### config.mk
export PLATFORM = sky130hd
export DESIGN_NAME = fir_da_sink
export DESIGN_NICKNAME = d
export VERILOG_FILES = /design/src/rtl/fir_da_pkg.sv /design/src/rtl/fir_da_fifo.sv /design/src/rtl/fir_da_sink.sv
export SDC_FILE = /design/constraint.sdc
export NUM_CORES = 1
export LEC_CHECK = 0
export ABC_AREA = 1
export CELL_PAD_IN_SITES_DETAIL_PLACEMENT = 0
export CELL_PAD_IN_SITES_GLOBAL_PLACEMENT = 1
export CORE_MARGIN = 5
export CORE_UTILIZATION = 43
export CTS_BUF_LIST = sky130_fd_sc_hd__clkbuf_4
export DETAILED_ROUTE_END_ITERATION = 7
export GPL_TIMING_DRIVEN = 1
export PLACE_DENSITY = 0.82
export SETUP_SLACK_MARGIN = 0.1
export SYNTH_ARGS = -nofsm -noshare
export SYNTH_HDL_FRONTEND = slang
export SYNTH_SLANG_ARGS = --single-unit
### constraint.sdc
create_clock -name CLK -period 2.5 [get_ports CLK]
set_input_delay 0.25 -clock CLK [delete_from_list [all_inputs] [get_ports CLK]]
set_output_delay 0.25 -clock CLK [all_outputs]
set_load 0.02 [all_outputs]
### src/rtl/fir_da_pkg.sv
// Shared constants for the FIR-to-DAC output stage.
// Holds the default stream/DAC geometry and the DAC midscale code.
package fir_da_pkg;

    localparam int unsigned IN_WIDTH   = 23;   // filter sample width (signed)
    localparam int unsigned OUT_WIDTH  = 8;    // DAC word width
    localparam int unsigned SHIFT      = 15;   // IN_WIDTH - SHIFT == OUT_WIDTH
    localparam int unsigned FIFO_DEPTH = 8;    // power of two, >= 2
    localparam int unsigned DIV        = 714;  // CLK cycles per DAC sample, even, >= 4

    localparam logic [7:0] DA_MIDSCALE = 8'h80;

endpackage

### src/rtl/fir_da_fifo.sv
// Synchronous FIFO buffering converted DAC words.
// Ports:
//   clk, rst_n  clock, async active-low reset (empties the FIFO)
//   push, wdata write one word (caller never pushes when full)
//   pop         read one word (ignored when empty)
//   rdata_c     head-of-queue word, combinational from storage
//   full, empty registered status flags
//   count       registered occupancy, 0..DEPTH
module fir_da_fifo #(
    parameter int unsigned WIDTH = 8,
    parameter int unsigned DEPTH = 8
) (
    input  logic                       clk,
    input  logic                       rst_n,
    input  logic                       push,
    input  logic [WIDTH-1:0]           wdata,
    input  logic                       pop,
    output logic [WIDTH-1:0]           rdata_c,
    output logic                       full,
    output logic                       empty,
    output logic [$clog2(DEPTH):0]     count
);

    localparam int unsigned AW = $clog2(DEPTH);
    localparam int unsigned CW = AW + 1;
    localparam logic [CW-1:0] CNT_FULL = CW'(DEPTH);

    logic [WIDTH-1:0] mem [DEPTH];
    logic [AW-1:0]    wr_ptr;
    logic [AW-1:0]    rd_ptr;
    logic             do_push_c;
    logic             do_pop_c;
    logic [CW-1:0]    count_next_c;

    // Qualified operations and next occupancy
    always_comb begin
        do_push_c    = push && !full;
        do_pop_c     = pop && !empty;
        count_next_c = count + CW'(do_push_c) - CW'(do_pop_c);
    end

    assign rdata_c = mem[rd_ptr];

    // Pointers, occupancy and flags
    always_ff @(posedge clk or negedge rst_n) begin
        if (!rst_n) begin
            wr_ptr <= '0;
            rd_ptr <= '0;
            count  <= '0;
            full   <= 1'b0;
            empty  <= 1'b1;
        end else begin
            if (do_push_c) begin
                wr_ptr <= wr_ptr + AW'(1);
            end
            if (do_pop_c) begin
                rd_ptr <= rd_ptr + AW'(1);
            end
            count <= count_next_c;
            full  <= (count_next_c == CNT_FULL);
            empty <= (count_next_c == '0);
        end
    end

    // Storage needs no reset; pointers define validity
    always_ff @(posedge clk) begin
        if (do_push_c) begin
            mem[wr_ptr] <= wdata;
        end
    end

endmodule

### src/rtl/fir_da_sink.sv
// Output stage between the low-pass FIR and the 8-bit DAC pins.
// Rounds/saturates each Avalon-ST sample to an offset-binary DAC word,
// buffers it, and releases one word per DIV clocks with a local DA_CLK.
// Build option: FIR_DA_SAT_EN enables saturation; without it the rounded
// value wraps to its low OUT_WIDTH bits.
// Ports:
//   CLK, RSTn        system clock, async active-low reset
//   ast_sink_data    signed filter sample
//   ast_sink_valid   sample present
//   ast_sink_error   nonzero: sample is consumed and discarded
//   ast_sink_ready   registered; room for one more sample
//   DA_CLK           DAC latch clock, low for the first half of each period
//   DA_Data          offset-binary DAC word, updated at the pacing tick
//   Underrun         sticky: a tick found the buffer empty
//   Err_Drop         sticky: an error sample was discarded
module fir_da_sink #(
    parameter int unsigned IN_WIDTH   = fir_da_pkg::IN_WIDTH,
    parameter int unsigned OUT_WIDTH  = fir_da_pkg::OUT_WIDTH,
    parameter int unsigned SHIFT      = fir_da_pkg::SHIFT,
    parameter int unsigned FIFO_DEPTH = fir_da_pkg::FIFO_DEPTH,
    parameter int unsigned DIV        = fir_da_pkg::DIV
) (
    input  logic                 CLK,
    input  logic                 RSTn,
    input  logic [IN_WIDTH-1:0]  ast_sink_data,
    input  logic                 ast_sink_valid,
    input  logic [1:0]           ast_sink_error,
    output logic                 ast_sink_ready,
    output logic                 DA_CLK,
    output logic [OUT_WIDTH-1:0] DA_Data,
    output logic                 Underrun,
    output logic                 Err_Drop
);

    localparam int unsigned SUM_W = IN_WIDTH + 1;
    localparam int unsigned CNT_W = $clog2(DIV);
    localparam int unsigned OCC_W = $clog2(FIFO_DEPTH) + 1;

    localparam logic [SUM_W-1:0]     ROUND_K   = SUM_W'(1) << (SHIFT - 1);
    localparam logic [CNT_W-1:0]     CNT_LAST  = CNT_W'(DIV - 1);
    localparam logic [CNT_W-1:0]     CNT_HALF  = CNT_W'(DIV / 2);
    localparam logic [OCC_W:0]       OCC_LIMIT = (OCC_W + 1)'(FIFO_DEPTH);
    localparam logic [OUT_WIDTH-1:0] MIDSCALE  = OUT_WIDTH'(fir_da_pkg::DA_MIDSCALE);

    logic                     accept_c;
    logic                     bad_c;
    logic                     good_c;
    logic signed [SUM_W-1:0]  sum_c;
    logic [OUT_WIDTH-1:0]     sat_c;
    logic [OUT_WIDTH-1:0]     word_c;
`ifdef FIR_DA_SAT_EN
    logic signed [OUT_WIDTH:0] r_c;
`endif

    logic                     conv_valid;
    logic [OUT_WIDTH-1:0]     conv_word;

    logic                     push_c;
    logic                     pop_c;
    logic                     tick_c;
    logic [OUT_WIDTH-1:0]     fifo_rdata_c;
    logic                     fifo_full;
    logic                     fifo_empty;
    logic [OCC_W-1:0]         fifo_count;
    logic [OCC_W-1:0]         occ_next_c;
    logic                     ready_next_c;

    logic [CNT_W-1:0]         cnt;
    logic [CNT_W-1:0]         cnt_next_c;

    // Handshake qualification
    always_comb begin
        accept_c = ast_sink_valid && ast_sink_ready;
        bad_c    = (ast_sink_error != 2'b00);
        good_c   = accept_c && !bad_c;
    end

    // Round half up, arithmetic shift, optional saturation, offset binary
    always_comb begin
        sum_c = $signed({ast_sink_data[IN_WIDTH-1], ast_sink_data}) + $signed(ROUND_K);
`ifdef FIR_DA_SAT_EN
        r_c = (OUT_WIDTH + 1)'(sum_c >>> SHIFT);
        if (r_c[OUT_WIDTH] != r_c[OUT_WIDTH-1]) begin
            sat_c = r_c[OUT_WIDTH] ? {1'b1, {(OUT_WIDTH - 1){1'b0}}}
                                   : {1'b0, {(OUT_WIDTH - 1){1'b1}}};
        end else begin
            sat_c = r_c[OUT_WIDTH-1:0];
        end
`else
        sat_c = OUT_WIDTH'(sum_c >>> SHIFT);
`endif
        word_c = {~sat_c[OUT_WIDTH-1], sat_c[OUT_WIDTH-2:0]};
    end

    // Pacing, FIFO traffic and next-cycle ready
    always_comb begin
        tick_c       = (cnt == '0);
        cnt_next_c   = (cnt == CNT_LAST) ? '0 : cnt + CNT_W'(1);
        pop_c        = tick_c && !fifo_empty;
        push_c       = conv_valid && !fifo_full;
        occ_next_c   = fifo_count + OCC_W'(push_c) - OCC_W'(pop_c);
        // Buffered words plus the word that will sit in the conversion stage
        ready_next_c = (({1'b0, occ_next_c} + (OCC_W + 1)'(good_c)) < OCC_LIMIT);
    end

    fir_da_fifo #(
        .WIDTH (OUT_WIDTH),
        .DEPTH (FIFO_DEPTH)
    ) u_fifo (
        .clk     (CLK),
        .rst_n   (RSTn),
        .push    (push_c),
        .wdata   (conv_word),
        .pop     (pop_c),
        .rdata_c (fifo_rdata_c),
        .full    (fifo_full),
        .empty   (fifo_empty),
        .count   (fifo_count)
    );

    // Conversion stage, pacing counter, DAC outputs and sticky flags
    always_ff @(posedge CLK or negedge RSTn) begin
        if (!RSTn) begin
            conv_valid     <= 1'b0;
            conv_word      <= '0;
            cnt            <= '0;
            DA_CLK         <= 1'b0;
            DA_Data        <= MIDSCALE;
            Underrun       <= 1'b0;
            Err_Drop       <= 1'b0;
            ast_sink_ready <= 1'b0;
        end else begin
            conv_valid <= good_c;
            if (good_c) begin
                conv_word <= word_c;
            end
            cnt            <= cnt_next_c;
            DA_CLK         <= (cnt_next_c >= CNT_HALF);
            ast_sink_ready <= ready_next_c;
            if (pop_c) begin
                DA_Data <= fifo_rdata_c;
            end
            if (tick_c && fifo_empty) begin
                Underrun <= 1'b1;
            end
            if (accept_c && bad_c) begin
                Err_Drop <= 1'b1;
            end
        end
    end

endmodule

==> results <==
## worst max-delay path by stage
stage / cells past startpoint / from / end / slack, ns
after floorplan: 15 / cnt[0]$_DFF_PN0_ / u_fifo.empty$_DFF_PN1_ / -0.05
after global placement: 14 / cnt[1]$_DFF_PN0_ / u_fifo.empty$_DFF_PN1_ / -0.004
after detailed placement: 14 / cnt[1]$_DFF_PN0_ / u_fifo.empty$_DFF_PN1_ / -0.07
after CTS: 14 / cnt[0]$_DFF_PN0_ / u_fifo.empty$_DFF_PN1_ / 0.01
after global routing: 14 / cnt[1]$_DFF_PN0_ / u_fifo.empty$_DFF_PN1_ / -0.11
final: 14 / cnt[0]$_DFF_PN0_ / u_fifo.empty$_DFF_PN1_ / 0.01
## stage by stage
step | util (%) | hold slack [ns] | TNS (ns)
floorplan | - | -0.0456 | -0.0754
global placement | 49.9 | 0.441 | -0.00362
detailed placement | 49.9 | 0.454 | -0.0986
CTS | 51.9 | 0.368 | 0
global route | 52.5 | 0.358 | -0.261
finish | 52.5 | 0.388 | 0
## worst max-delay path, delay by kind of cell (launching register included)
kind          cells  cell delay, ns
buf+inv           5            0.28
simple gates      5            0.80
fa+ha+maj         4            0.93
flops             1            0.42
## cell families (layout without fill, tap and decap cells)
family,count (synthesis),count (layout)
XOR/XNOR,13,13
flip-flops,107,107
AO/OA/AOI/OAI,66,66
buffers and inverters,52,117
other,0,1
adder cells (fa/ha/maj),11,11
AND/OR/NAND/NOR,169,169
## metal layers
metal	vias up	routed length, µm	GRT usage, %
li1	1530	-	-
met1	1438	3900	19.2
met2	64	4110	23.2
met3	7	344	2.14
met4	0	99	5.29
met5	-	0	0
## power breakdown
| group | switching, µW | internal (µW) |
|---|---|---|
| Clock | 557 | 313 |
| Sequential | 214 | 2200 |
| Combinational | 338 | 304 |
| Total | 1110 | 2810 |
## sequential cells by signal, summed over array words and instances (netlist names), 3 cells and up
name,cells
u_fifo.count,4
u_fifo.rd_ptr,3
cnt,10
u_fifo.mem,64
u_fifo.wr_ptr,3
DA_Data,8
conv_word,8
## placed cells by master (no fill, tap or decap), drive strengths merged, types with 9 or more instances in the layout
cell type      synthesis  routed
nand2                 62      62
edfxtp                64      64
o21ai                 40      40
clkbuf                 7       9
nor2                  78      78
nand3                 21      21
dfrtp                 41      41
buf                    6      37
xor2                   9       9
inv                   38      39
ha                    10      10
o211ai                17      17
clkdlybuf4s50          0      24
## repair_timing
item | CTS | global route
gates resized for setup | 3 | 7
setup endpoints to repair | 3 | 4
setup buffers | 7 | 3
hold endpoints to repair | 41 | 0
pin swaps | 5 | 3
hold buffers | 1 | 0
## area by class of cell
class / count / area share [%]
Multi-Input combinational cell: 259 / 26.6
Tap cell: 136 / 3.13
Clock inverter: 7 / 1.43
Inverter: 39 / 2.74
Sequential cell: 107 / 55.1
Clock buffer: 9 / 1.24
Timing Repair Buffer: 62 / 9.66
Antenna cell: 1 / 0.0460
==> results.cfg <==
[place]
dp_hpwl_um = 5830
pre_cts_slack_ns = -0.0684
globalplace.congestion = 0.764
postPlaceCellArea_um2 = 5180
post-place-cells = 592
io_buffers = 25

[setup_path]
ff2ff_setup_slack_ns = 0.01
path_cells = inv_2, ha_4, nand4_1, nor2_2, nand2_2, inv_2, ha_4, inv_2, ha_4, inv_2, fa_1, inv_2, or3_4, nor2_2
cp.required_ns = 2.89
worst_path_most_repeated_cell = inv_2
r2r_start = cnt[0]$_DFF_PN0_
crit_fanout = 2
critPathKind = reg -> reg
cpMaxStageDelayCell = fa_1
endpoint_kind = flip-flop
r2r_cells = 14
critPathMaxStageDelay_ns = 0.49
rr_endpoint = u_fifo.empty$_DFF_PN1_
crit_path_start_kind = flip-flop
worstPathArrival_ns = 2.88

[grt]
grt_max_degree = 44
grt_pass1_wl_um = 14400
grt_usage_pct = 14.2
antenna_found_initial = 1
grt_pass1_vias = 3010
overflow = 0

[timing]
worst_slew_pin_slew_ns = 0.947
clock_skew_ns = 0.0164
slew_viol_final = 0
finalHoldViolCount = 0
fin_crit_ns = 2.49
fmax_mhz = 402
post-route-period-util_pct = 99.6
relSlewSlack_pct = 36.9
setup_violations = 0
rsz0062_at_grt = true
setup_slack_ns = 0.0112

[die]
die_area_um2 = 12900
core_area_um2 = 10400
boundaryPins = 40
dieHeight_um = 113
initial_core_util_pct = 44.3
row_count = 37
die_w_um = 113

[power_and_ir_drop]
power.total_uw = 3920
ir_drop_uv = 357
power_density_nw_per_um2 = 721
leakage_uw = 0.00216

[yosys]
synth_edf_count = 64
async_reset_ff_share_pct = 40.2
syn-cell-area_um2 = 4590
synth_top_family_by_area = simple AND/OR/NAND/NOR gates
synthSimpleGateAreaFrac_pct = 15.8
syn_nets = 457
yosys.area.top_type = edfxtp_1
synth_seq_area_share_pct = 65.3
synthMuxAreaShare_pct = 0
synthCells = 418
yosys.area_share.adder_pct = 3.16
avgSynthCellArea_um2 = 11.0
synth_cell_types = 34
synth_xor_area_share_pct = 2.48
ys_ff_latch = 107
synthFlopType = edfxtp_1
yosysMostFrequentCell = nor2_1
synth_area_leaders = edfxtp_1 (42%), dfrtp_1 (22%), nor2_1 (6.0%)
synth_warnings = 0
synth_compound_area_share_pct = 8.80
synth_top_area_share_pct = 41.8
yosys-top-cells-count = nor2_1 (73), edfxtp_1 (64), nand2_1 (60), dfrtp_1 (41), inv_1 (30)

[layout]
multi_input_area_um2 = 1450
regArea_um2 = 3000
final_area_um2 = 5440
finalNetCount = 517
area_delta_synth_final_pct = 18.4
drive_above_1_share_pct = 18.8
final_cells = 620
fillers = 956

[hold_path]
whs_endpoint = Err_Drop$_DFFE_PN0P_
hold_path.class = in -> reg
hold_path.startpoint = ast_sink_valid
hold_depth = 3

[cts]
root_buffer = clkbuf_4
clock_latency_ns = 0.44
cts_tree = built
cts_buffers = 9
clock_sinks = 107
clockBufferDepth = 2
cts_max_level = 3
clk_pin_slew_ns = 0.16

[detailed_routing]
dr_total_vias = 3039
drtIter0Drc = 156
firstDrtPassIters = 4
totalWireLength_um = 8450
viasPerCell = 4.90
wl_per_cell_um = 13.6
drc = 0
ant_nets = 0

[run_status]
outcome = finished clean

[flow_run]
cap_viol_max_count = 0
Note: power is estimated with default switching activity, not from simulation.
